### config.mk
export PLATFORM = sky130hd
export DESIGN_NAME = trndom_req_ctrl
export DESIGN_NICKNAME = d
export VERILOG_FILES = /design/src/rtl/trndom_req_ctrl.sv
export SDC_FILE = /design/constraint.sdc
export NUM_CORES = 1
export LEC_CHECK = 0
export CAP_MARGIN = 20
export CELL_PAD_IN_SITES_DETAIL_PLACEMENT = 1
export CELL_PAD_IN_SITES_GLOBAL_PLACEMENT = 2
export CORE_UTILIZATION = 47
export DETAILED_ROUTE_END_ITERATION = 16
export GPL_TIMING_DRIVEN = 0
export PLACE_DENSITY = 0.91
export SLEW_MARGIN = 10
export SYNTH_ARGS = -nofsm -noshare
export SYNTH_HDL_FRONTEND = slang
export SYNTH_SLANG_ARGS = --single-unit
### constraint.sdc
create_clock -name clk_trasnmit -period 6.43 [get_ports clk_trasnmit]
set_input_delay 0.9645 -clock clk_trasnmit [delete_from_list [all_inputs] [get_ports clk_trasnmit]]
set_output_delay 0.9645 -clock clk_trasnmit [all_outputs]
set_load 0.01 [all_outputs]
### src/rtl/trndom_req_ctrl.sv
// Transmit-domain request controller: a small FIFO feeding a four-phase req/ack handshake.
// rack_trndom is the only asynchronous input and reaches the FSM through a flop chain.
module trndom_req_ctrl #(
  parameter int unsigned DATA_W      = 32,
  parameter int unsigned FIFO_DEPTH  = 4,
  parameter int unsigned SYNC_STAGES = 2
) (
  input  logic                          clk_trasnmit,
  input  logic                          rst_transmit,
  input  logic                          s_valid,
  output logic                          s_ready,
  input  logic [DATA_W-1:0]             s_data,
  output logic [DATA_W-1:0]             data_trndom,
  output logic                          tready,
  input  logic                          rack_trndom,
  output logic                          busy,
  output logic                          xfer_done,
  output logic [$clog2(FIFO_DEPTH):0]   fifo_level
);

  localparam int unsigned PtrW = $clog2(FIFO_DEPTH);
  localparam logic [PtrW:0] LevelFull = (PtrW + 1)'(FIFO_DEPTH);

  typedef enum logic [1:0] {StIdle, StReq, StAckLow} state_e;

  logic [DATA_W-1:0]      mem_q [FIFO_DEPTH];
  logic [PtrW-1:0]        wr_ptr_q, rd_ptr_q;
  logic [PtrW:0]          level_q, level_d;
  logic [SYNC_STAGES-1:0] sync_q;
  logic                   rack_s, push, pop, fifo_empty;

  state_e                 state_q;
  logic                   tready_q, xfer_done_q, busy_q;
  logic [DATA_W-1:0]      data_q;

  assign rack_s      = sync_q[SYNC_STAGES-1];
  assign fifo_empty  = (level_q == '0);
  // Depends only on the registered level, so a pop never reaches s_ready combinationally.
  assign s_ready     = (level_q != LevelFull);
  assign push        = s_valid && s_ready;

  assign data_trndom = data_q;
  assign tready      = tready_q;
  assign xfer_done   = xfer_done_q;
  assign busy        = busy_q;
  assign fifo_level  = level_q;

  always_comb begin
    pop = 1'b0;
    if (!fifo_empty && !rack_s && (state_q == StIdle || state_q == StAckLow)) begin
      pop = 1'b1;
    end
  end

  always_comb begin
    level_d = level_q;
    unique case ({push, pop})
      2'b10:   level_d = level_q + 1'b1;
      2'b01:   level_d = level_q - 1'b1;
      default: level_d = level_q;
    endcase
  end

  // Storage carries no reset; entries are only read after being written.
  always_ff @(posedge clk_trasnmit) begin
    if (push) begin
      mem_q[wr_ptr_q] <= s_data;
    end
  end

  always_ff @(posedge clk_trasnmit or negedge rst_transmit) begin
    if (!rst_transmit) begin
      wr_ptr_q <= '0;
      rd_ptr_q <= '0;
      level_q  <= '0;
      sync_q   <= '0;
    end else begin
      sync_q  <= {sync_q[SYNC_STAGES-2:0], rack_trndom};
      level_q <= level_d;
      if (push) wr_ptr_q <= wr_ptr_q + 1'b1;
      if (pop)  rd_ptr_q <= rd_ptr_q + 1'b1;
    end
  end

  always_ff @(posedge clk_trasnmit or negedge rst_transmit) begin
    if (!rst_transmit) begin
      state_q     <= StIdle;
      tready_q    <= 1'b0;
      xfer_done_q <= 1'b0;
      busy_q      <= 1'b0;
      data_q      <= '0;
    end else begin
      xfer_done_q <= 1'b0;
      unique case (state_q)
        StIdle, StAckLow: begin
          if (pop) begin
            data_q   <= mem_q[rd_ptr_q];
            tready_q <= 1'b1;
            busy_q   <= 1'b1;
            state_q  <= StReq;
          end else if (state_q == StAckLow && !rack_s) begin
            busy_q  <= 1'b0;
            state_q <= StIdle;
          end
        end
        StReq: begin
          if (rack_s) begin
            tready_q    <= 1'b0;
            xfer_done_q <= 1'b1;
            state_q     <= StAckLow;
          end
        end
        default: state_q <= StIdle;
      endcase
    end
  end

endmodule

==> results.py, run 1 <==
metrics = {
    "layout": {
        "antennaDiodeCount": 0,
        "area_growth_pct": 25.6,
        "final_nets": 430,
        "final_cell_mix": "edfxtp_1, clkdlybuf4s50_1, dfrtp_1, mux4_2, mux2_4",
        "final_common_cell": "edfxtp_1",
        "layout-drive-gt1-share_pct": 28.4,
        "final_area_sq_um": 8300,
    },
    "global_routing": {
        "grt_pass1_vias": 3412,
        "antenna_found_initial": 0,
        "grt_max_degree": 30,
        "track_usage_pct": 19.4,
        "grt_pass1_wl_microns": 19700,
        "grt_overflow_total": 0,
    },
    "pwr": {
        "max-vdd-ir-drop_mv": 0.229,
        "leakagePower_nw": 3.02,
        "p_per_area_nw_per_um2": 488,
    },
    "place": {
        "dp_hpwl_microns": 7870,
        "place_area_sq_um": 7700,
        "io_buffers": 74,
        "dp_worst_setup_slack_ns": 3.64,
        "gp_congestion": 0.675,
    },
    "route": {
        "drc": 0,
        "ant_nets": 0,
        "via_per_inst": 5.23,
        "wl_per_cell_microns": 21.8,
        "drtPass1Iterations": 4,
        "wl_microns": 12600,
        "vias": 3020,
        "drt-initial-drc-count": 193,
    },
    "clock_tree": {
        "clkTransAtPathRegs_ns": 0.06,
        "clock_latency_ns": 0.42,
        "cts.hold.buffers_added": 0,
        "tritoncts.num_buffers": 17,
        "clock-root-buffer": "clkbuf_16",
        "clk_path_buf_depth": 2,
        "cts_max_level": 4,
        "clock-sinks": 174,
        "cts_resized": 0,
        "post_cts_buffers": 0,
        "cts_tree": "built",
    },
    "synthesis": {
        "synth_seq_cells": 174,
        "ys_types": 27,
        "syn-num-nets": 332,
        "ys_seq_area_share_pct": 75.6,
        "synth_area_per_cell_sq_um": 22.8,
        "yosys_warnings": 0,
        "synthCells": 290,
        "synthDominantCellAreaShare_pct": 58.2,
        "synth_largest_area_cell": "edfxtp_1",
        "syn-cell-area_sq_um": 6610,
        "synth.area.top_cells": "edfxtp_1, dfrtp_1, mux4_2, mux2_4, buf_6",
    },
    "sta": {
        "setup_slack_ns": 3.57,
        "maxSlewViolCount": 0,
        "holdWs_ns": 0.355,
        "fin_crit_sh_pct": 44.4,
        "skew_ns": 0.00632,
        "setup_tns_ns": 0,
        "setup_violations": 0,
        "relSlewSlack_pct": 50.7,
        "hold_viol_final": 0,
        "max_clock_freq_ghz": 0.350,
        "worst_slew_pin_slew_ns": 0.739,
        "rsz0062_at_grt": "false",
        "period_needed_ns": 2.86,
    },
    "floorplanning": {
        "start_util_pct": 49.1,
        "die_h_microns": 121,
        "die_width_microns": 121,
        "pin_count": 75,
        "core_area_sq_um": 13500,
        "fp-row-count": 42,
        "dieArea_sq_um": 14500,
    },
    "critical_path": {
        "r2r_cells": 9,
        "r2r-end": "fifo_level[2]$_DFFE_PN0P_",
        "crit_type": "reg2out",
        "critPathSlowestCell": "clkdlybuf4s50_1",
        "cp-start-kind": "flip-flop",
        "cp_data_arrival_time_ns": 1.89,
        "required_ns": 5.47,
        "r2r-start": "fifo_level[0]$_DFFE_PN0P_",
        "path_cells": "or3b_1 -> clkdlybuf4s50_1",
        "crit_fanout": 6,
        "reg2reg_slack_ns": 3.92,
        "cp-end-kind": "output pin",
        "slowest_delay_ns": 0.52,
    },
    "min_path": {
        "min_to": "sync_q[1]$_DFF_PN0_",
        "hold_depth": 0,
        "min_from": "sync_q[0]$_DFF_PN0_",
        "min_path_type": "reg2reg",
    },
    "run_status": {
        "status": "completed",
    },
    "flow_run": {
        "maxCapViolations": 0,
    },
}
critical path: cells and delay by family (launching register included):
| kind | cells | cell delay (ns) |
|---|---|---|
| buf+inv | 1 | 0.52 |
| flops | 1 | 0.46 |
| simple gates | 1 | 0.50 |
power by group:
group	internal [mW]	switching, mW
sequential	1.53	0.143
clock	0.631	0.404
combinational	0.779	0.561
synthesized netlist by cell type:
| cell type | n |
|---|---|
| nor3_4 | 1 |
| nand2b_1 | 2 |
| dfrtp_1 | 46 |
| edfxtp_1 | 128 |
| nor3_2 | 1 |
| xor2_1 | 4 |
| a21oi_1 | 1 |
| nor2_1 | 3 |
| o21bai_1 | 2 |
| fa_1 | 1 |
| mux4_1 | 2 |
| buf_6 | 7 |
| mux2i_1 | 1 |
| a21o_1 | 1 |
| mux4_2 | 30 |
| and3_1 | 4 |
| or3b_1 | 1 |
| nand2_1 | 1 |
| xnor2_1 | 2 |
| and2_4 | 1 |
| inv_1 | 8 |
| mux2_4 | 29 |
| clkbuf_1 | 3 |
| and3b_2 | 1 |
| ha_1 | 5 |
| mux2_2 | 4 |
| buf_2 | 1 |
state kept, by name, summed over array words and instances, names as in the netlist:
| register | cells |
|---|---|
| wr_ptr_q | 2 |
| busy | 1 |
| rd_ptr_q | 2 |
| sync_q | 2 |
| data_trndom | 32 |
| xfer_done | 1 |
| state_q | 2 |
| mem_q | 128 |
| fifo_level | 3 |
| tready | 1 |
final cells by class:
cell class                 count  area (sq um)
tap                          176           220
clock buffer                  22           464
sequential                   174          4990
multi-input combinational     97          1490
inverter                       8          30.0
buffer                        11          95.1
fill                        1172          5150
timing repair buffer          79           866
clock inverter                10           136
cell families (layout without fill, tap and decap cells):
family	after synthesis	count (layout)	synth area share, %
xor+xnor	6	6	0.795
simple gates	15	15	1.61
fa+ha+maj	6	6	1.25
flops	174	174	75.6
buf+inv	19	130	1.89
compound gates	4	4	0.416
mux	66	66	18.4
worst max path at each step:
stage | from | endpoint | slack, ns | cells after the start
after global placement | rst_transmit | data_trndom[5]$_DFFE_PN0N_ | 2.90 | 1
after global routing | fifo_level[0]$_DFFE_PN0P_ | s_ready | 3.51 | 2
after CTS | fifo_level[0]$_DFFE_PN0P_ | s_ready | 3.54 | 2
after floorplan | fifo_level[0]$_DFFE_PN0P_ | fifo_level[2]$_DFFE_PN0P_ | 4.21 | 9
final | fifo_level[0]$_DFFE_PN0P_ | s_ready | 3.57 | 2
after detailed placement | s_valid | fifo_level[2]$_DFFE_PN0P_ | 3.64 | 9
metal layers:
metal  wire length (microns)  up-vias  track usage (%)
met3                     496       14             4.91
met1                    5390     1591             24.0
met4                     205        0             9.03
li1                        -     1345                -
met5                       0        -                0
met2                    6490       70             32.1
per-stage QoR:
step	power (mW)	utilization [%]	instances
after floorplan	2.49	-	290
after global placement	2.94	56.3	540
after detailed placement	3.05	57.2	545
after CTS	4.11	61.7	577
after global routing	4.24	61.7	577
final	4.05	61.7	577
(Power assumes the default switching activity.)
==> run 2: changes to the inputs <==
--- a/config.mk
+++ b/config.mk
@@ -8,10 +8,10 @@
 export CAP_MARGIN = 20
 export CELL_PAD_IN_SITES_DETAIL_PLACEMENT = 1
 export CELL_PAD_IN_SITES_GLOBAL_PLACEMENT = 2
-export CORE_UTILIZATION = 47
+export CORE_UTILIZATION = 43
 export DETAILED_ROUTE_END_ITERATION = 16
 export GPL_TIMING_DRIVEN = 0
-export PLACE_DENSITY = 0.91
+export PLACE_DENSITY = 0.85
 export SLEW_MARGIN = 10
 export SYNTH_ARGS = -nofsm -noshare
 export SYNTH_HDL_FRONTEND = slang
==> constraint.sdc (replaced) <==
create_clock -name clk_trasnmit -period 2.8 [get_ports clk_trasnmit]
set_input_delay 0.42 -clock clk_trasnmit [delete_from_list [all_inputs] [get_ports clk_trasnmit]]
set_output_delay 0.42 -clock clk_trasnmit [all_outputs]
set_load 0.01 [all_outputs]
==> run 2 against run 1 <==
Routed wire length rose by 1.6%; worst hold slack improved by 0.0014 ns; die area rose by 9.1%; clock power rose by 130%; power rose by 130%; first-iteration DRC count fell by 26%; clock-buffer cell count fell by 5.
==> results.py, run 2 (same netlist as run 1, synthesis figures left out) <==
metrics = {
    "floorplanning": {
        "die_width_microns": 126,
        "dieArea_sq_um": 15900,
        "pin_count": 75,
        "die_h_microns": 126,
        "core_area_sq_um": 14800,
        "start_util_pct": 44.8,
        "fp-row-count": 44,
    },
    "min_path": {
        "min_to": "sync_q[1]$_DFF_PN0_",
        "min_path_type": "reg2reg",
        "min_from": "sync_q[0]$_DFF_PN0_",
        "hold_depth": 0,
    },
    "critical_path": {
        "cp-start-kind": "flip-flop",
        "r2r-start": "fifo_level[0]$_DFFE_PN0P_",
        "crit_type": "reg2reg",
        "r2r_cells": 9,
        "r2r-end": "fifo_level[2]$_DFFE_PN0P_",
        "reg2reg_slack_ns": 0.22,
        "cp-end-kind": "flip-flop",
        "cp_data_arrival_time_ns": 2.93,
        "crit_fanout": 10,
        "required_ns": 3.15,
    },
    "clock_tree": {
        "cts_tree": "built",
        "cts.hold.buffers_added": 1,
        "clock-root-buffer": "clkbuf_16",
        "cts_max_level": 4,
        "clk_path_buf_depth": 2,
        "post_cts_buffers": 0,
        "clock-sinks": 174,
        "clkTransAtPathRegs_ns": 0.06,
        "tritoncts.num_buffers": 17,
        "cts_resized": 0,
        "clock_latency_ns": 0.42,
    },
    "layout": {
        "fin_cells": 586,
        "area_growth_pct": 25.8,
        "layout-drive-gt1-share_pct": 28.9,
        "antennaDiodeCount": 0,
        "largest_register_ffs": 128,
        "final_area_sq_um": 8310,
        "final_nets": 431,
        "final_common_cell": "edfxtp_1",
        "largest-register": "mem_q",
        "fillers": 1300,
        "final_cell_mix": "edfxtp_1, clkdlybuf4s50_1, dfrtp_1, mux4_2, mux2_4",
    },
    "sta": {
        "relSlewSlack_pct": 49.6,
        "rsz0062_at_grt": "false",
        "fin_crit_sh_pct": 92.2,
        "skew_ns": 0.00647,
        "hold_viol_final": 0,
        "worst_slew_pin_slew_ns": 0.757,
        "setup_violations": 0,
        "maxSlewViolCount": 0,
        "max_clock_freq_ghz": 0.387,
        "period_needed_ns": 2.58,
        "holdWs_ns": 0.356,
        "setup_slack_ns": 0.217,
    },
    "route": {
        "wl_per_cell_microns": 21.8,
        "drt-initial-drc-count": 143,
        "ant_nets": 0,
        "via_per_inst": 5.16,
        "drtPass1Iterations": 4,
        "wl_microns": 12800,
        "vias": 3026,
        "drc": 0,
    },
    "place": {
        "dp_worst_setup_slack_ns": 0.202,
        "place_area_sq_um": 7710,
        "gp_congestion": 0.633,
        "dp_hpwl_microns": 8510,
        "io_buffers": 74,
        "dp_cells": 553,
    },
    "pwr": {
        "seqPwrFrac_pct": 41.5,
        "leakagePower_nw": 3.02,
        "combPwrFrac_pct": 33.1,
        "swShare_pct": 27.6,
        "p_switching_mw": 2.56,
        "p_int_mw": 6.71,
        "p_per_area_nw_per_um2": 1120,
        "p_clk_share_pct": 25.4,
        "max-vdd-ir-drop_mv": 0.509,
    },
    "global_routing": {
        "grt_pass1_vias": 3473,
        "grt_overflow_total": 0,
        "track_usage_pct": 17.9,
        "grt_max_degree": 27,
        "grt_pass1_wl_microns": 20100,
        "antenna_found_initial": 0,
    },
    "flow_run": {
        "maxCapViolations": 0,
    },
    "run_status": {
        "status": "completed",
    },
}
-- run 2: changes by cell type in the layout (fill, tap and decap cells not counted) --
| cell | delta |
|---|---|
| inv_6 | +1 |
| dlygate4sd3_1 | +1 |
| clkbuf_8 | -2 |
| clkbuf_1 | -3 |
| clkinv_4 | +1 |
| clkinv_1 | +1 |
| clkinv_2 | +1 |
| clkinvlp_4 | +1 |
-- run 2: final cells by class --
type,count,area [sq um],area share (%)
flip-flops and latches,174,4990,60.1
multi-input cells,97,1490,18.0
repair buffers,80,876,10.5
clock buffers,17,425,5.12
well taps,184,230,2.77
clock inverters,15,170,2.05
plain buffers,11,95.1,1.14
inverters,8,30.0,0.361
-- run 2: through the flow --
| step | setup TNS, ns | utilization [%] | power [mW] |
|---|---|---|---|
| 5_1_grt | 0 | 56.4 | 9.73 |
| 2_1_floorplan | 0 | - | 5.72 |
| 3_3_place_gp | -12.75 | 51.4 | 6.78 |
| 3_5_place_dp | 0 | 52.2 | 7.02 |
| 4_1_cts | 0 | 56.4 | 9.42 |
| 6_report | 0 | 56.4 | 9.28 |
-- run 2: per-layer routing --
layer	part of all wire, %	up-vias	track usage (%)
met3	3.3	17	3.95
met4	1.8	0	8.01
met2	53	66	31.3
met5	0	-	0
li1	-	1348	-
met1	41	1595	21.4
-- run 2: worst max path at each step --
stage | start | slack [ns] | end | depth (start not counted)
3_3_place_gp | rst_transmit | -0.25 | data_trndom[26]$_DFFE_PN0N_ | 1
2_1_floorplan | fifo_level[0]$_DFFE_PN0P_ | 0.58 | fifo_level[2]$_DFFE_PN0P_ | 9
6_report | fifo_level[0]$_DFFE_PN0P_ | 0.22 | fifo_level[2]$_DFFE_PN0P_ | 9
5_1_grt | fifo_level[0]$_DFFE_PN0P_ | 0.01 | fifo_level[2]$_DFFE_PN0P_ | 9
4_1_cts | fifo_level[0]$_DFFE_PN0P_ | 0.18 | fifo_level[2]$_DFFE_PN0P_ | 9
3_5_place_dp | fifo_level[0]$_DFFE_PN0P_ | 0.20 | fifo_level[2]$_DFFE_PN0P_ | 9
-- run 2: power groups by stage --
stage	clock network [mW]	logic [mW]	registers, mW
6_report	2.36	3.07	3.85
5_1_grt	2.49	3.31	3.92
4_1_cts	2.41	3.15	3.87
3_5_place_dp	0	3.12	3.90
3_3_place_gp	0	2.90	3.87
2_1_floorplan	0	1.78	3.94
-- run 2: critical path: stages (launching register included) --
cell	delay, ns
dfrtp_1	0.45
nor3_2	0.12
nor3_4	0.58
buf_6	0.27
ha_1	0.20
inv_1	0.06
fa_1	0.38
xor2_1	0.15
nor2_1	0.13
xor2_1	0.15
